===== config.mk =====
export PLATFORM = sky130hd
export DESIGN_NAME = fetch_unit
export DESIGN_NICKNAME = d
export VERILOG_FILES = /design/src/rtl/fetch_unit.sv
export SDC_FILE = /design/constraint.sdc
export NUM_CORES = 1
export LEC_CHECK = 0
export CAP_MARGIN = 20
export CORE_MARGIN = 2
export CORE_UTILIZATION = 35
export CTS_CLUSTER_SIZE = 10
export DETAILED_ROUTE_END_ITERATION = 7
export PLACE_DENSITY = 0.6
export SLEW_MARGIN = 20
export SYNTH_ARGS = -nofsm -noshare
export SYNTH_HDL_FRONTEND = slang
export SYNTH_SLANG_ARGS = --single-unit
export TNS_END_PERCENT = 20

===== constraint.sdc =====
create_clock -name clk -period 13.1 [get_ports clk]
set_input_delay 1.31 -clock clk [delete_from_list [all_inputs] [get_ports clk]]
set_output_delay 1.31 -clock clk [all_outputs]
set_load 0.02 [all_outputs]

===== src/rtl/fetch_unit.sv =====
// fetch_unit: in-order instruction fetch with a 2-entry {instr, pc} buffer, credit-limited requests and redirect flush.
// Optional macro FETCH_MISALIGN_CHECK_EN: flag misaligned redirect targets and halt fetch until an aligned redirect.
`default_nettype none

module fetch_unit #(
   parameter int              XLEN     = 32,
   parameter int              ILEN     = 32,
   parameter logic [XLEN-1:0] RESET_PC = 32'h0000_0000
) (
   input  logic            clk,
   input  logic            rst_n,
   output logic            imem_req_valid,
   input  logic            imem_req_ready,
   output logic [XLEN-1:0] imem_req_addr,
   input  logic            imem_rsp_valid,
   input  logic [ILEN-1:0] imem_rsp_data,
   output logic            instr_valid,
   input  logic            instr_ready,
   output logic [ILEN-1:0] instr_out,
   output logic [XLEN-1:0] instr_pc,
   input  logic            redirect_valid,
   input  logic [XLEN-1:0] redirect_pc,
   output logic            fetch_misaligned
);

   typedef enum logic [0:0] {
      ST_RUN   = 1'b0,
      ST_FLUSH = 1'b1
   } state_t;

   state_t          r_state;
   state_t          w_state_nxt;
   logic [XLEN-1:0] r_pc;
   logic [XLEN-1:0] r_rsp_pc;
   logic [1:0]      r_out_cnt;
   logic [1:0]      r_drop_cnt;
   logic [1:0]      r_fifo_cnt;
   logic [ILEN-1:0] r_fifo_instr [2];
   logic [XLEN-1:0] r_fifo_pc    [2];
   logic            r_rd_ptr;
   logic            r_wr_ptr;
   logic            r_misaligned;

   logic            w_req_valid;
   logic            w_accept;
   logic            w_credit_ok;
   logic            w_rsp_keep;
   logic            w_pop;
   logic [1:0]      w_out_nxt;
   logic [XLEN-1:0] w_redir_pc;
   logic            w_redir_mis;

`ifdef FETCH_MISALIGN_CHECK_EN
   assign w_redir_mis = (redirect_pc[1:0] != 2'b00);
   assign w_redir_pc  = redirect_pc;
`else
   assign w_redir_mis = 1'b0;
   assign w_redir_pc  = redirect_pc & {{(XLEN-2){1'b1}}, 2'b00};
`endif

   // Outstanding requests plus buffered words may never exceed the buffer depth.
   assign w_credit_ok = (({1'b0, r_out_cnt} + {1'b0, r_fifo_cnt}) < 3'd2);
   assign w_accept    = imem_req_valid && imem_req_ready;
   assign w_out_nxt   = r_out_cnt + {1'b0, w_accept} - {1'b0, imem_rsp_valid};
   assign w_rsp_keep  = imem_rsp_valid && !redirect_valid && (r_drop_cnt == 2'd0);
   assign w_pop       = instr_valid && instr_ready;

   always_comb begin
      w_state_nxt = r_state;
      w_req_valid = 1'b0;
      case (r_state)
         ST_RUN: begin
            w_req_valid = !r_misaligned && w_credit_ok;
         end
         ST_FLUSH: begin
            if (r_drop_cnt == 2'd0 || (imem_rsp_valid && r_drop_cnt == 2'd1)) begin
               w_state_nxt = ST_RUN;
            end
         end
         default: begin
            w_state_nxt = ST_RUN;
         end
      endcase
      // Every request still in flight after a redirect belongs to the old stream.
      if (redirect_valid) begin
         w_state_nxt = (w_out_nxt != 2'd0) ? ST_FLUSH : ST_RUN;
      end
   end

   always_ff @(posedge clk) begin
      if (!rst_n) begin
         r_state         <= ST_RUN;
         r_pc            <= RESET_PC;
         r_rsp_pc        <= RESET_PC;
         r_out_cnt       <= 2'd0;
         r_drop_cnt      <= 2'd0;
         r_fifo_cnt      <= 2'd0;
         r_rd_ptr        <= 1'b0;
         r_wr_ptr        <= 1'b0;
         r_misaligned    <= 1'b0;
         r_fifo_instr[0] <= '0;
         r_fifo_instr[1] <= '0;
         r_fifo_pc[0]    <= '0;
         r_fifo_pc[1]    <= '0;
      end else begin
         r_state   <= w_state_nxt;
         r_out_cnt <= w_out_nxt;
         if (redirect_valid) begin
            r_pc         <= w_redir_pc;
            r_rsp_pc     <= w_redir_pc;
            r_drop_cnt   <= w_out_nxt;
            r_fifo_cnt   <= 2'd0;
            r_rd_ptr     <= 1'b0;
            r_wr_ptr     <= 1'b0;
            r_misaligned <= w_redir_mis;
         end else begin
            if (w_accept) begin
               r_pc <= r_pc + XLEN'(4);
            end
            if (imem_rsp_valid && r_drop_cnt != 2'd0) begin
               r_drop_cnt <= r_drop_cnt - 2'd1;
            end
            // Kept responses form a contiguous run from the last redirect target.
            if (w_rsp_keep) begin
               r_fifo_instr[r_wr_ptr] <= imem_rsp_data;
               r_fifo_pc[r_wr_ptr]    <= r_rsp_pc;
               r_wr_ptr               <= ~r_wr_ptr;
               r_rsp_pc               <= r_rsp_pc + XLEN'(4);
            end
            if (w_pop) begin
               r_rd_ptr <= ~r_rd_ptr;
            end
            r_fifo_cnt <= r_fifo_cnt + {1'b0, w_rsp_keep} - {1'b0, w_pop};
         end
      end
   end

   assign imem_req_valid   = rst_n && w_req_valid;
   assign imem_req_addr    = rst_n ? r_pc : RESET_PC;
   assign instr_valid      = rst_n && (r_fifo_cnt != 2'd0);
   assign instr_out        = rst_n ? r_fifo_instr[r_rd_ptr] : '0;
   assign instr_pc         = rst_n ? r_fifo_pc[r_rd_ptr] : '0;
   assign fetch_misaligned = rst_n && r_misaligned;

endmodule

`default_nettype wire


==> flow_summary_export.csv <==
group,metric,value,unit
power,max-vdd-ir-drop,0.0000857,V
final_layout,final_area,12300,sq um
clock_network,cts_sinks,194,
final_layout,drive_above_1_share,5.69,%
power,pwr-share-clk,36.9,%
grt,grt_usage,16.5,%
final_layout,n_antenna_cell,0,
route,drc,0,
synth,synth_top_cell_by_area,"edfxtp_1",
power,p_comb_share,13.5,%
worst_setup_path,crit_chain,"buf_4 -> buf_6 -> nor4b_4 -> buf_4 -> clkdlybuf4s50_1",
route,via_per_inst,5.10,
synth,synthTopCellsByArea,"edfxtp_1 38%, dfxtp_1 14%, and2_1 10%",
synth,synthAdderAreaFrac,1.23,%
worst_setup_path,cpMaxStageDelayCell,"clkdlybuf4s50_1",
worst_setup_path,critPathRequiredTime,11.79,ns
sta,fin_tns_setup,0,ns
grt,grt_remaining_overflow,0,
synth,yosysTopAreaCellShare,38.1,%
synth,synthMuxAreaShare,6.55,%
power,powerDensity,118,nW/um^2
clock_network,htreeDepth,4,
worst_setup_path,arrival,3.28,ns
synth,yosys_most_used_dff,"edfxtp_1",
synth,synthCells,918,
worst_setup_path,path_max_fanout,131,
worst_setup_path,startpoint_type,"primary input",
synth,synth_enable_flop_cells,124,
placement,post_dp_cell_area,11700,sq um
die,rows,61,
sta,min_period_over_period,35.0,%
grt,antenna_found_initial,0,
final_layout,n_fill_cell,2618,
sta,worstMarginPinSlew,0.924,ns
die,ioPinCount,169,
die,coreArea,27600,sq um
placement,gp_congestion,0.796,
grt,grt_max_degree,132,
synth,synth_compound_area_share,8.31,%
synth,synth_cell_types,50,
die,dieArea,29300,sq um
clock_network,tritoncts,"built",
die,initial_core_util,35.4,%
clock_network,cts-root-buf,"clkbuf_16",
synth,syn_area,9780,sq um
synth,yosys.area_share.simple,26.0,%
worst_setup_path,crit_path_frequent_cell,"buf_4",
power,power.switching,0.000370,W
clock_network,cts-resized-gates,0,
worst_setup_path,crit_path_end_kind,"primary output",
power,internal_power,0.00108,W
grt,grt_pass1_vias,7093,
route,dr_total_vias,7312,
route,wire_per_inst,16.6,um
synth,yosysWarningCount,0,
clock_network,cts_buffers,17,
final_layout,num-nets-final,1121,
synth,synth_top_family_by_area,"simple AND/OR/NAND/NOR gates",
synth,synth.most_common_cell,"and2_1",
die,die_w,171,um
power,cellLeakagePower,4.18,nW
sta,finalHoldViolations,0,
sta,max_freq,218,MHz
outcome,status,"complete, no violations",
worst_setup_path,worst-r2r-setup-slack,9.90,ns
clock_network,clk_pin_slew,0.07,ns
synth,synth-async-reset-ratio,0,%
synth,synthTopCellsByCount,"159 x and2_1, 124 x edfxtp_1, 70 x dfxtp_1",
final_layout,area_growth,25.9,%
power,switching_share,25.4,%
sta,max-slew-margin-rel,38.4,%
route,drt_iter0_markers,420,
power,p_total,0.00145,W
placement,dpl.hpwl,15200,um
route,wl,23900,um
grt,grt_pass1_wl,37900,um
worst_setup_path,crit_path_max_incr_delay,0.65,ns
power,pwr-share-seq,49.7,%
clock_network,clockBufferDepth,2,
sta,slew_viol_final,0,
sta,rsz0062_at_grt,"no",
worst_setup_path,worstSetupPathType,"in2out",
clock_network,post-cts-setup-buffers,0,
synth,ys_seq_elements,194,
flow_run,drv_cap,0,
sta,finalCriticalPeriod,4.59,ns
sta,clock_skew,0.0125,ns
sta,whs,0.517,ns
synth,seq_area_frac_synth,52.4,%
sta,finalSetupViolCount,0,
synth,synth_xor_area_share,2.06,%
route,ant_nets,0,
placement,io_buffers,161,
clock_network,cts.hold.buffers_added,0,
min_path,hold_class,"reg2reg",
synth,avgSynthCellArea,10.7,sq um
clock_network,clk_latency,0.43,ns
die,die_h,171,um
route,first_pass_iters,4,
## cell families (layout without fill, tap and decap cells)
group / count (synthesis) / count (layout)
adders and majority gates: 9 / 9
AOI/OAI and AO/OA: 127 / 127
muxes: 64 / 64
DFF: 194 / 194
other: 1 / 5
and+or+nand+nor: 418 / 418
buffers and inverters: 82 / 215
xor gates and xnor gates: 23 / 23
## critical path, delay by kind of cell
kind / cells / cell delay (ns)
and+or+nand+nor: 1 / 0.33
buffers and inverters: 4 / 1.57
## state kept, by name, summed over array words and instances, names as in the netlist, 2 cells and up, named ones only
name	cells
r_rsp_pc	30
r_fifo_instr	64
r_fifo_pc	60
r_out_cnt	2
r_pc	30
r_fifo_cnt	2
r_drop_cnt	2
## power groups by stage
stage                     clock [W]  sequential (W)  combinational, W
after floorplan                   0        0.000727          0.000118
after global placement            0        0.000734          0.000196
after detailed placement          0        0.000735          0.000197
after CTS                  0.000550        0.000722          0.000198
after global routing       0.000574        0.000727          0.000216
final                      0.000536        0.000722          0.000196
## per-layer routing
metal	share of wire (%)	wire, um	vias to the layer above	track usage, %
li1	-	-	3557	-
met1	47	11300	3499	23.0
met2	46	11000	241	26.6
met3	5.8	1390	15	3.08
met4	0.75	178	0	3.87
met5	0	0	-	0
## cell usage in the layout, fill, tap and decap left out, types with 3 or more instances in the layout
| cell type | n |
|---|---|
| a211oi_1 | 8 |
| a21oi_1 | 23 |
| a311oi_1 | 8 |
| a31o_2 | 3 |
| a31oi_1 | 18 |
| and2_1 | 159 |
| and3_1 | 10 |
| and4_1 | 16 |
| buf_4 | 9 |
| clkbuf_16 | 17 |
| clkbuf_8 | 3 |
| clkdlybuf4s50_1 | 160 |
| conb_1 | 5 |
| dfxtp_1 | 69 |
| edfxtp_1 | 124 |
| ha_1 | 8 |
| inv_1 | 11 |
| inv_6 | 5 |
| mux2i_1 | 64 |
| nand2_1 | 32 |
| nand3_1 | 14 |
| nand4_1 | 24 |
| nor2_1 | 24 |
| nor2b_1 | 68 |
| nor3_1 | 21 |
| nor4_1 | 13 |
| o21a_1 | 7 |
| o21ai_0 | 36 |
| o311a_1 | 3 |
| o31ai_1 | 13 |
| or3_1 | 7 |
| or4_1 | 18 |
| xnor2_1 | 11 |
| xor2_1 | 12 |
## per-stage QoR
stage,std cells,worst slack [ns],util [%]
after CTS,1432,8.18,44.5
after detailed placement,1400,8.19,42.3
after floorplan,922,6.21,-
after global placement,1400,8.17,42.3
final,1433,8.51,44.6
after global routing,1433,8.35,44.6
## cell type report
type                       count  area [sq um]  share of cell area [%]
clock buffer                  20           467                    3.79
sequential                   194          5130                    41.6
clock inverter                12           143                    1.16
tap                          378           473                    3.84
inverter                      12          45.0                   0.366
timing repair buffer         171          1700                    13.8
multi-input combinational    646          4370                    35.4
## final timing paths
kind | from | endpoint | cells past startpoint
setup / recovery | rst_n | imem_req_valid | 5
hold / removal | r_rd_ptr | r_rd_ptr | 2
setup reg to reg | r_drop_cnt[1] | r_fifo_pc[1][16] | 7
hold reg to reg | r_rd_ptr | r_rd_ptr | 2
(Power assumes the default switching activity.)
